<file path="config.mk">
export PLATFORM = sky130hd
export DESIGN_NAME = uart_cmd_parser_flat
export DESIGN_NICKNAME = d
export VERILOG_FILES = /design/src/rtl/uart_cmd_parser_if.sv /design/src/rtl/uart_cmd_parser.sv /design/src/flat_wrapper.sv
export SDC_FILE = /design/constraint.sdc
export NUM_CORES = 1
export LEC_CHECK = 0
export CAP_MARGIN = 25
export CORE_UTILIZATION = 30
export CTS_CLUSTER_DIAMETER = 150
export DETAILED_ROUTE_END_ITERATION = 8
export DONT_BUFFER_PORTS = 1
export PLACE_DENSITY = 0.46
export SYNTH_ARGS = -nofsm -noshare
export SYNTH_HDL_FRONTEND = slang
export SYNTH_SLANG_ARGS = --single-unit
</file>
<file path="constraint.sdc">
create_clock -name clk -period 2.3 [get_ports clk]
set_input_delay 0.115 -clock clk [delete_from_list [all_inputs] [get_ports clk]]
set_output_delay 0.115 -clock clk [all_outputs]
set_load 0.005 [all_outputs]
</file>
<file path="src/rtl/uart_cmd_parser_if.sv">
// uart_cmd_parser_if
//   Groups the parser's byte input, command handshake and status signals.
//   master: the parser side (consumes rx bytes, drives command and status).
//   slave : the UART receiver / register block / monitor side.
// Signals:
//   rx_data/rx_done             byte stream from the UART receiver
//   cmd_valid/cmd_ready         command handshake
//   cmd_write/cmd_addr/cmd_wdata decoded command fields
//   err/ovr/busy                status pulses and line-in-progress flag
interface uart_cmd_parser_if #(
  parameter int ADDR_W = 8,
  parameter int DATA_W = 8
);
  logic [7:0]        rx_data;
  logic              rx_done;
  logic              cmd_valid;
  logic              cmd_ready;
  logic              cmd_write;
  logic [ADDR_W-1:0] cmd_addr;
  logic [DATA_W-1:0] cmd_wdata;
  logic              err;
  logic              ovr;
  logic              busy;

  modport master (
    input  rx_data, rx_done, cmd_ready,
    output cmd_valid, cmd_write, cmd_addr, cmd_wdata, err, ovr, busy
  );

  modport slave (
    output rx_data, rx_done, cmd_ready,
    input  cmd_valid, cmd_write, cmd_addr, cmd_wdata, err, ovr, busy
  );
endinterface

</file>
<file path="src/rtl/uart_cmd_parser.sv">
// uart_cmd_parser
//   Turns ASCII hex command lines from a UART receiver into register-bus
//   commands. "W<addr><data><CR|LF>" is a write, "R<addr><CR|LF>" a read.
//   Malformed or timed-out lines are dropped with an err pulse; bytes that
//   arrive while a command is still pending are dropped with an ovr pulse.
// Ports:
//   clk  system clock
//   rst  synchronous active-high reset
//   bus  uart_cmd_parser_if.master (rx byte in, command out, status out)
module uart_cmd_parser #(
  parameter int ADDR_W      = 8,
  parameter int DATA_W      = 8,
  parameter int TIMEOUT_CYC = 100_000_000
) (
  input  logic                  clk,
  input  logic                  rst,
  uart_cmd_parser_if.master     bus
);

  localparam int ADDR_DIG = ADDR_W / 4;
  localparam int DATA_DIG = DATA_W / 4;

  typedef enum logic [2:0] {
    ST_IDLE    = 3'd0,
    ST_ADDR    = 3'd1,
    ST_DATA    = 3'd2,
    ST_EOL     = 3'd3,
    ST_DISCARD = 3'd4,
    ST_HOLD    = 3'd5
  } state_t;

  function automatic logic is_hex(input logic [7:0] b);
    return ((b >= 8'h30) && (b <= 8'h39)) ||
           ((b >= 8'h41) && (b <= 8'h46)) ||
           ((b >= 8'h61) && (b <= 8'h66));
  endfunction

  // Letters share a low nibble of 1..6 in both cases, so A/a map to 1+9.
  function automatic logic [3:0] hex_val(input logic [7:0] b);
    if (b <= 8'h39) begin
      return b[3:0];
    end else begin
      return b[3:0] + 4'd9;
    end
  endfunction

  function automatic logic is_term(input logic [7:0] b);
    return (b == 8'h0D) || (b == 8'h0A);
  endfunction

  state_t            state_r, state_s;
  logic              write_r, write_s;
  logic [ADDR_W-1:0] addr_sh_r, addr_sh_s;
  logic [DATA_W-1:0] data_sh_r, data_sh_s;
  logic [7:0]        dig_r, dig_s;
  logic [31:0]       tmo_r, tmo_s;
  logic              cmd_valid_r, cmd_write_r, err_r, ovr_r, busy_r;
  logic [ADDR_W-1:0] cmd_addr_r;
  logic [DATA_W-1:0] cmd_wdata_r;
  logic              err_s, ovr_s, load_s, in_line_s, tmo_hit_s;

  // Next-state, shift-register, timeout and pulse logic.
  always_comb begin
    state_s   = state_r;
    write_s   = write_r;
    addr_sh_s = addr_sh_r;
    data_sh_s = data_sh_r;
    dig_s     = dig_r;
    err_s     = 1'b0;
    ovr_s     = 1'b0;
    load_s    = 1'b0;
    in_line_s = (state_r == ST_ADDR) || (state_r == ST_DATA) ||
                (state_r == ST_EOL)  || (state_r == ST_DISCARD);

    if (in_line_s && !bus.rx_done) begin
      tmo_s = tmo_r + 32'd1;
    end else begin
      tmo_s = 32'd0;
    end
    // A byte in the expiry cycle wins because tmo_hit_s requires !rx_done.
    tmo_hit_s = (TIMEOUT_CYC != 0) && in_line_s && !bus.rx_done &&
                (tmo_r == 32'(TIMEOUT_CYC - 1));

    case (state_r)
      ST_IDLE: begin
        if (bus.rx_done) begin
          if ((bus.rx_data == 8'h57) || (bus.rx_data == 8'h77) ||
              (bus.rx_data == 8'h52) || (bus.rx_data == 8'h72)) begin
            state_s   = ST_ADDR;
            write_s   = (bus.rx_data == 8'h57) || (bus.rx_data == 8'h77);
            addr_sh_s = '0;
            data_sh_s = '0;
            dig_s     = 8'd0;
          end else if (is_term(bus.rx_data)) begin
            state_s = ST_IDLE;
          end else begin
            state_s = ST_DISCARD;
          end
        end else begin
          state_s = ST_IDLE;
        end
      end
      ST_ADDR: begin
        if (bus.rx_done) begin
          if (is_hex(bus.rx_data)) begin
            addr_sh_s = ADDR_W'({addr_sh_r, hex_val(bus.rx_data)});
            if (dig_r == 8'(ADDR_DIG - 1)) begin
              dig_s   = 8'd0;
              state_s = write_r ? ST_DATA : ST_EOL;
            end else begin
              dig_s = dig_r + 8'd1;
            end
          end else if (is_term(bus.rx_data)) begin
            err_s   = 1'b1;
            state_s = ST_IDLE;
          end else begin
            state_s = ST_DISCARD;
          end
        end else begin
          state_s = ST_ADDR;
        end
      end
      ST_DATA: begin
        if (bus.rx_done) begin
          if (is_hex(bus.rx_data)) begin
            data_sh_s = DATA_W'({data_sh_r, hex_val(bus.rx_data)});
            if (dig_r == 8'(DATA_DIG - 1)) begin
              dig_s   = 8'd0;
              state_s = ST_EOL;
            end else begin
              dig_s = dig_r + 8'd1;
            end
          end else if (is_term(bus.rx_data)) begin
            err_s   = 1'b1;
            state_s = ST_IDLE;
          end else begin
            state_s = ST_DISCARD;
          end
        end else begin
          state_s = ST_DATA;
        end
      end
      ST_EOL: begin
        if (bus.rx_done) begin
          if (is_term(bus.rx_data)) begin
            state_s = ST_HOLD;
            load_s  = 1'b1;
          end else begin
            state_s = ST_DISCARD;
          end
        end else begin
          state_s = ST_EOL;
        end
      end
      ST_DISCARD: begin
        if (bus.rx_done && is_term(bus.rx_data)) begin
          err_s   = 1'b1;
          state_s = ST_IDLE;
        end else begin
          state_s = ST_DISCARD;
        end
      end
      ST_HOLD: begin
        ovr_s = bus.rx_done;
        if (cmd_valid_r && bus.cmd_ready) begin
          state_s = ST_IDLE;
        end else begin
          state_s = ST_HOLD;
        end
      end
      default: begin
        state_s = ST_IDLE;
      end
    endcase

    if (tmo_hit_s) begin
      err_s   = 1'b1;
      state_s = ST_IDLE;
      tmo_s   = 32'd0;
    end else begin
      tmo_s = tmo_s;
    end
  end

  // State, shift registers and registered outputs.
  always_ff @(posedge clk) begin
    if (rst) begin
      state_r     <= ST_IDLE;
      write_r     <= 1'b0;
      addr_sh_r   <= '0;
      data_sh_r   <= '0;
      dig_r       <= 8'd0;
      tmo_r       <= 32'd0;
      cmd_valid_r <= 1'b0;
      cmd_write_r <= 1'b0;
      cmd_addr_r  <= '0;
      cmd_wdata_r <= '0;
      err_r       <= 1'b0;
      ovr_r       <= 1'b0;
      busy_r      <= 1'b0;
    end else begin
      state_r     <= state_s;
      write_r     <= write_s;
      addr_sh_r   <= addr_sh_s;
      data_sh_r   <= data_sh_s;
      dig_r       <= dig_s;
      tmo_r       <= tmo_s;
      cmd_valid_r <= (state_s == ST_HOLD);
      err_r       <= err_s;
      ovr_r       <= ovr_s;
      busy_r      <= (state_s == ST_ADDR) || (state_s == ST_DATA) ||
                     (state_s == ST_EOL)  || (state_s == ST_DISCARD);
      // Fields only change on entry to HOLD; reads keep the old wdata.
      if (load_s) begin
        cmd_write_r <= write_r;
        cmd_addr_r  <= addr_sh_r;
        if (write_r) begin
          cmd_wdata_r <= data_sh_r;
        end
      end
    end
  end

  assign bus.cmd_valid = cmd_valid_r;
  assign bus.cmd_write = cmd_write_r;
  assign bus.cmd_addr  = cmd_addr_r;
  assign bus.cmd_wdata = cmd_wdata_r;
  assign bus.err       = err_r;
  assign bus.ovr       = ovr_r;
  assign bus.busy      = busy_r;

endmodule

</file>
<file path="src/flat_wrapper.sv">
// flat-port wrapper written by rule: the top's interface ports become plain ports
module uart_cmd_parser_flat 
#(
  parameter int ADDR_W      = 8,
  parameter int DATA_W      = 8,
  parameter int TIMEOUT_CYC = 100_000_000
)
  (clk, rst, bus_rx_data, bus_rx_done, bus_cmd_ready, bus_cmd_valid, bus_cmd_write, bus_cmd_addr, bus_cmd_wdata, bus_err, bus_ovr, bus_busy);
  uart_cmd_parser_if #(.ADDR_W(ADDR_W), .DATA_W(DATA_W)) bus_i ();
  input  logic clk;
  input  logic rst;
  input wire logic [$bits(bus_i.rx_data)-1:0] bus_rx_data;
  input wire logic [$bits(bus_i.rx_done)-1:0] bus_rx_done;
  input wire logic [$bits(bus_i.cmd_ready)-1:0] bus_cmd_ready;
  output wire logic [$bits(bus_i.cmd_valid)-1:0] bus_cmd_valid;
  output wire logic [$bits(bus_i.cmd_write)-1:0] bus_cmd_write;
  output wire logic [$bits(bus_i.cmd_addr)-1:0] bus_cmd_addr;
  output wire logic [$bits(bus_i.cmd_wdata)-1:0] bus_cmd_wdata;
  output wire logic [$bits(bus_i.err)-1:0] bus_err;
  output wire logic [$bits(bus_i.ovr)-1:0] bus_ovr;
  output wire logic [$bits(bus_i.busy)-1:0] bus_busy;
  assign bus_i.rx_data = bus_rx_data;
  assign bus_i.rx_done = bus_rx_done;
  assign bus_i.cmd_ready = bus_cmd_ready;
  assign bus_cmd_valid = bus_i.cmd_valid;
  assign bus_cmd_write = bus_i.cmd_write;
  assign bus_cmd_addr = bus_i.cmd_addr;
  assign bus_cmd_wdata = bus_i.cmd_wdata;
  assign bus_err = bus_i.err;
  assign bus_ovr = bus_i.ovr;
  assign bus_busy = bus_i.busy;
  uart_cmd_parser #(.ADDR_W(ADDR_W), .DATA_W(DATA_W), .TIMEOUT_CYC(TIMEOUT_CYC)) u_core (.clk(clk), .rst(rst), .bus(bus_i));
endmodule
</file>
# Word-level counts from Yosys, hierarchy flattened
# Cells that the tools add are included.
[op_classes] n_addsub=3 n_lt_le_gt_ge=6 n_eq_ne=26 n_mux=37 bitwise_logic=2 n_reduce_logical=32
[ops] cell="$mux 8" count=9
[ops] cell="$pmux 8 s2" count=3
[ops] cell="$mux 3" count=13
[ops] cell="$add 32x1->32 const B" count=1
[ops] cell="$eq 32x27->1 const B" count=1
[ops] cell="$eq 8x7->1 const B" count=4
[ops] cell="$pmux 3 s6" count=1
[ops] cell="$eq 8x4->1 const B" count=2
[ops] cell="$ge 8x7->1 const B" count=2
[ops] cell="$le 8x7->1 const B" count=2
[ops] cell="$reduce_and 5->1" count=3
[ops] cell="$eq 3x2->1 const B" count=4
[ops] cell="$eq 3x3->1 const B" count=4
[ops] cell="$logic_or 1x1->1" count=12
[ops] cell="$ne 2x2->1 const B" count=5
[ops] cell="$mux 1" count=9
[ops] cell="$add 8x1->8 const B" count=1
[ops] cell="$eq 8x1->1 const B" count=1
[ops] cell="$ge 8x6->1 const B" count=1
[ops] cell="$le 8x6->1 const B" count=1
[ops] cell="$logic_and 1x1->1" count=7
[ops] cell="$eq 3x1->1 const B" count=2
[ops] cell="$ne 2x1->1 const B" count=3
[ops] cell="$reduce_bool 2->1" count=3
[ops] cell="10 further kinds" count=12
[word_totals] regBits=81 inputBits=12

# Depth between registers and ports, before layout
[depth] depth_word=12 ltp_mapped=10 depth_no_buf=9

# Worst setup path before layout
# Ideal clock, no wire load.
[synth_timing] path_kind="reg2reg" start="register u_core.dig_r[0]" end="register u_core.busy_r (netlist: u_core.bus.busy)" setup_ns=0.115 arrival_ns=1.899 required_time_ns=2.185 path_slack_ns=0.286 path_stages_with_launch=9 n_path_buf=0 cell_sequence="dfxtp_1 -> ha_1 -> nor4b_1 -> nor4b_1 -> a31oi_1 -> o211a_1 -> nand3_1 -> xnor2_1 -> nor2_1"
[synth_between] elab_chain_cells=10 elab_cells_between_ends=16
[synth_rtl] element="start, declared" line="uart_cmd_parser.sv:55" text="logic [7:0] dig_r, dig_s;"
[synth_rtl] element="start signal, assigned" line="uart_cmd_parser.sv:206" text="dig_r <= dig_s;"
[synth_rtl] element="$eq 8x1->1 (*)" line="uart_cmd_parser.sv:107, uart_cmd_parser.sv:127"
[synth_rtl] element="$mux 3 (on tied branches)" line="uart_cmd_parser.sv:127, uart_cmd_parser.sv:107"
[synth_rtl] element="$mux 3 (on tied branches)" line="uart_cmd_parser.sv:125, uart_cmd_parser.sv:105"
[synth_rtl] element="$mux 3 (on tied branches)" line="uart_cmd_parser.sv:124, uart_cmd_parser.sv:104"
[synth_rtl] element="$pmux 3 s6 (*)" line="uart_cmd_parser.sv:84" text="case (state_r)"
[synth_rtl] element="$mux 3 (*)" line="uart_cmd_parser.sv:176" text="if (tmo_hit_s) begin"
[synth_rtl] element="$eq 3x1->1 or $eq 3x2->1 (tied branches)" line="uart_cmd_parser.sv:211" text="busy_r <= (state_s == ST_ADDR) || (state_s == ST_DATA) ||"
[synth_rtl] element="$logic_or 1x1->1 (2 in a row)" line="uart_cmd_parser.sv:211"
[synth_rtl] element="$logic_or 1x1->1 (*)" line="uart_cmd_parser.sv:212" text="(state_s == ST_EOL) || (state_s == ST_DISCARD);"
[synth_rtl] element="end signal, assigned" line="uart_cmd_parser.sv:211"
[synth_rtl] element="end, declared" line="uart_cmd_parser.sv:57" text="logic cmd_valid_r, cmd_write_r, err_r, ovr_r, busy_r;"
# Every way passes the cells marked *; elsewhere a longest branch is shown, timed or not.
# A chain may end at the register's enable or synchronous reset.

# Worst setup path after layout
[layout_timing] start="register u_core.tmo_r[0]" end="register u_core.cmd_valid_r (netlist: u_core.bus.cmd_valid)"
[layout_between] elab_chain_cells=4
[layout_rtl] element="start, declared" line="uart_cmd_parser.sv:56" text="logic [31:0] tmo_r, tmo_s;"
[layout_rtl] element="start signal, assigned" line="uart_cmd_parser.sv:207" text="tmo_r <= tmo_s;"
[layout_rtl] element="$eq 32x27->1" line="uart_cmd_parser.sv:82" text="(tmo_r == 32'(TIMEOUT_CYC - 1));"
[layout_rtl] element="$logic_and 1x1->1" line="uart_cmd_parser.sv:81" text="tmo_hit_s = (TIMEOUT_CYC != 0) && in_line_s && !bus.rx_done &&"
[layout_rtl] element="$mux 3" line="uart_cmd_parser.sv:176"
[layout_rtl] element="$eq 3x3->1" line="uart_cmd_parser.sv:208" text="cmd_valid_r <= (state_s == ST_HOLD);"
[layout_rtl] element="end signal, assigned" line="uart_cmd_parser.sv:208"
[layout_rtl] element="end, declared" line="uart_cmd_parser.sv:57"
# Every way passes these cells.

==> reports/metrics.cfg <==
[layout]
final_area_mm2 = 0.00426
layout-drive-gt1-share_pct = 9.76
fin_util_pct = 35.4
n_fill_cell = 1282
regArea_mm2 = 0.00162
nets = 465
multi_input_area_mm2 = 0.00201
insertedDiodeCount = 0
syn2layout_area_growth_pct = 15.1

[logic_synthesis]
seq_area_frac_synth_pct = 43.9
synthTopCellsByArea = dfxtp_1 44%, nor2_1 6.7%, xor2_1 6.2%, nand3_1 5.4%, nand2_1 5.1%
synth-seq-cells = 81
yosys.area.top_type = dfxtp_1
synth_cell_types = 44
yosysWarnings = 0
syn_nets = 456
synth_top_area_share_pct = 43.9
syn_inst = 437
async_flop_share_pct = 0
synth_edf_count = 0
synth.cell_area_mm2 = 0.00370
avgSynthCellArea_um2 = 8.46
synth_ff_type = dfxtp_1

[worst_setup_path]
start_kind = flop
cp-endpoint = u_core.bus.cmd_valid
crit_fanout = 4
timing.rr.start = u_core.tmo_r[0]
setup.worst_path.class = flop to flop
cpMaxStageDelayCell = nor4_1
path_cells = ha_1 -> and4_1 -> nand2b_1 -> nor4_1 -> nand2_1 -> nand2_1 -> nor2b_1 -> nor2b_1
rr_worst_depth = 8
startpoint = u_core.tmo_r[0]
rrSetupSlack_ps = 210
cp.required_ps = 2530
cp-end-kind = flop
cp_data_arrival_time_ps = 2320
reg2reg_to = u_core.bus.cmd_valid
max_stage_delay_ps = 470

[timing]
final.setup.tns_ps = 0
hold_ws_ps = 5.13
drv_slew = 0
hold_viol_final = 0
worst_slew_pin_slew_ps = 485
relSlewSlack_pct = 67.4
max_freq_ghz = 0.479
fin_crit_sh_pct = 90.8
setup_viol = 0
fin_worst_skew_ps = 7.59
rsz0062_at_grt = no
min_period_ps = 2090

[global_routing]
grt_pass1_vias = 2881
track_usage_pct = 13.8
grt_pass1_wl_mm = 14.0
antenna_found_initial = 0
grt_max_degree = 37
grt_overflow = 0

[pwr]
irDropWorstVdd_v = 0.000403
clockPowerShare_pct = 47.1
p_int_mw = 2.18
p_total_mw = 2.87
p_sw_uw = 683
power.leakage_nw = 1.39
combPwrFrac_pct = 3.5
swShare_pct = 23.8
powerDensity_mw_per_mm2 = 674
seqPwrFrac_pct = 49.4

[floorplan]
fp.dieH_um = 113
die_x_um = 113
fp.dieArea_mm2 = 0.0128
pin_count = 33
rows = 40
start_util_pct = 30.8
core_mm2 = 0.0120

[clock_tree]
clk_pin_slew_ps = 70
clock-sinks = 81
clock_latency_ps = 340
cts_buffers = 9
clock_path_buffers = 2
cts_tree = yes
root_buffer = clkbuf_16
post_cts_buffers = 0
htreeDepth = 3

[route]
wl_per_cell_um = 13.5
drtPass1Iterations = 4
postRouteAntennaNets = 0
drtIter0Drc = 108
drt-vias-per-instance = 4.85
via_count = 2901
drc = 0
drt-total-wl_mm = 8.07

[place]
place_hpwl_mm = 5.53
placed_cell_area_mm2 = 0.00394
gp_congestion = 0.857
io_buffers = 0

[run_status]
status = finished clean

[hold_path]
worstHoldStart = bus_rx_done
min_path_type = primary input to flop

[job]
drv_cap = 0

[area by class of cell]
type / instances / area share [%]
flip-flops and latches: 81 / 38.1
multi-input cells: 334 / 47.2
well taps: 147 / 4.32
clock buffers: 9 / 5.29
inverters: 7 / 0.617
clock inverters: 7 / 1.29
repair buffers: 13 / 3.18
[synthesized netlist by cell type (3+ instances only)]
cell,number
xnor2_1,14
nor4_1,8
nor3_1,4
ha_1,7
inv_1,7
and3_1,5
clkbuf_1,12
mux2i_1,12
nand2b_1,7
o21ai_0,3
or2_2,3
nand2_1,50
nor4b_1,5
or3_1,3
and4_1,4
nand3b_1,4
nor2_1,66
a21oi_1,33
xor2_1,26
o21bai_1,3
nand3_1,40
a31oi_1,4
dfxtp_1,81
a21o_1,3
buf_2,3
nor2b_1,4
nand4_1,5
a21oi_2,3
[worst min-delay path by stage]
stage	to	slack, ps	cells after the start
after global placement	u_core.bus.cmd_wdata[0]	200	1
after floorplan	u_core.bus.err	310	3
after global routing	u_core.state_r[0]	20	3
after detailed placement	u_core.data_sh_r[3]	200	1
final	u_core.bus.err	5	3
after CTS	u_core.state_r[0]	5	3
[power by group through the flow]
stage	combinational (mW)	sequential, mW	clock (mW)
floorplan	0.0768	1.44	0
global placement	0.0850	1.45	0
detailed placement	0.0848	1.45	0
CTS	0.0990	1.42	1.39
global route	0.112	1.42	1.46
finish	0.0999	1.42	1.35
[through the flow]
step / instances / setup slack [ps]
final: 598 / 212
after global routing: 598 / 19.5
after CTS: 598 / 130
after detailed placement: 581 / 150
after global placement: 581 / 238
after floorplan: 437 / 286
[critical path: cells and delay by family, from the launching register on]
| kind | cells | cell delay [ps] |
|---|---|---|
| simple gates | 7 | 1380 |
| fa+ha+maj | 1 | 240 |
| flops | 1 | 380 |
[sequential cells by signal, summed over array words and instances, names as in the netlist]
register	cells
u_core.tmo_r	32
u_core.addr_sh_r	8
u_core.bus.cmd_addr	8
u_core.bus.cmd_wdata	8
u_core.data_sh_r	8
u_core.dig_r	8
u_core.state_r	3
u_core.bus.busy	1
u_core.bus.cmd_valid	1
u_core.bus.cmd_write	1
u_core.bus.err	1
u_core.bus.ovr	1
u_core.write_r	1
[cells in the final DEF (no fill, tap or decap), types with 4 or more instances in the layout]
cell	netlist	routed
dfxtp_1	81	81
nor2_1	66	66
nand2_1	50	50
nand3_1	40	40
a21oi_1	33	33
xor2_1	26	26
xnor2_1	14	14
mux2i_1	12	12
buf_4	0	10
clkbuf_16	0	9
nor4_1	8	8
inv_1	7	7
nand2b_1	7	7
ha_1	7	7
and3_1	5	5
nand4_1	5	5
clkinvlp_4	0	5
and4_1	4	4
nor4b_1	5	4
nor2b_1	4	4
nand3b_1	4	4
a31oi_1	4	4
[logic make-up (layout without fill, tap and decap cells)]
| logic type | count (synthesis) | in the layout | share of synthesized area, % |
|---|---|---|---|
| and+or+nand+nor | 216 | 216 | 28.7 |
| DFF | 81 | 81 | 43.9 |
| AOI/OAI and AO/OA | 58 | 58 | 9.75 |
| xor gates and xnor gates | 40 | 40 | 9.48 |
| buffers and inverters | 22 | 36 | 2.33 |
| muxes | 13 | 13 | 3.55 |
| adders and majority gates | 7 | 7 | 2.37 |
[repair_timing]
item | CTS | global route
hold buffers | 1 | 0
gates resized for setup | 0 | 2
endpoints found under the setup margin | 0 | 2
endpoints found under the hold margin | 36 | 0
[per-layer routing]
| metal | share of wire, % | track usage, % | vias to the layer above |
|---|---|---|---|
| li1 | - | - | 1523 |
| met1 | 49 | 17.1 | 1333 |
| met2 | 46 | 22.8 | 36 |
| met3 | 3.7 | 4.12 | 9 |
| met4 | 1.4 | 4.82 | 0 |
| met5 | 0 | 0 | - |
No activity file was read; power rests on OpenSTA's default activity.
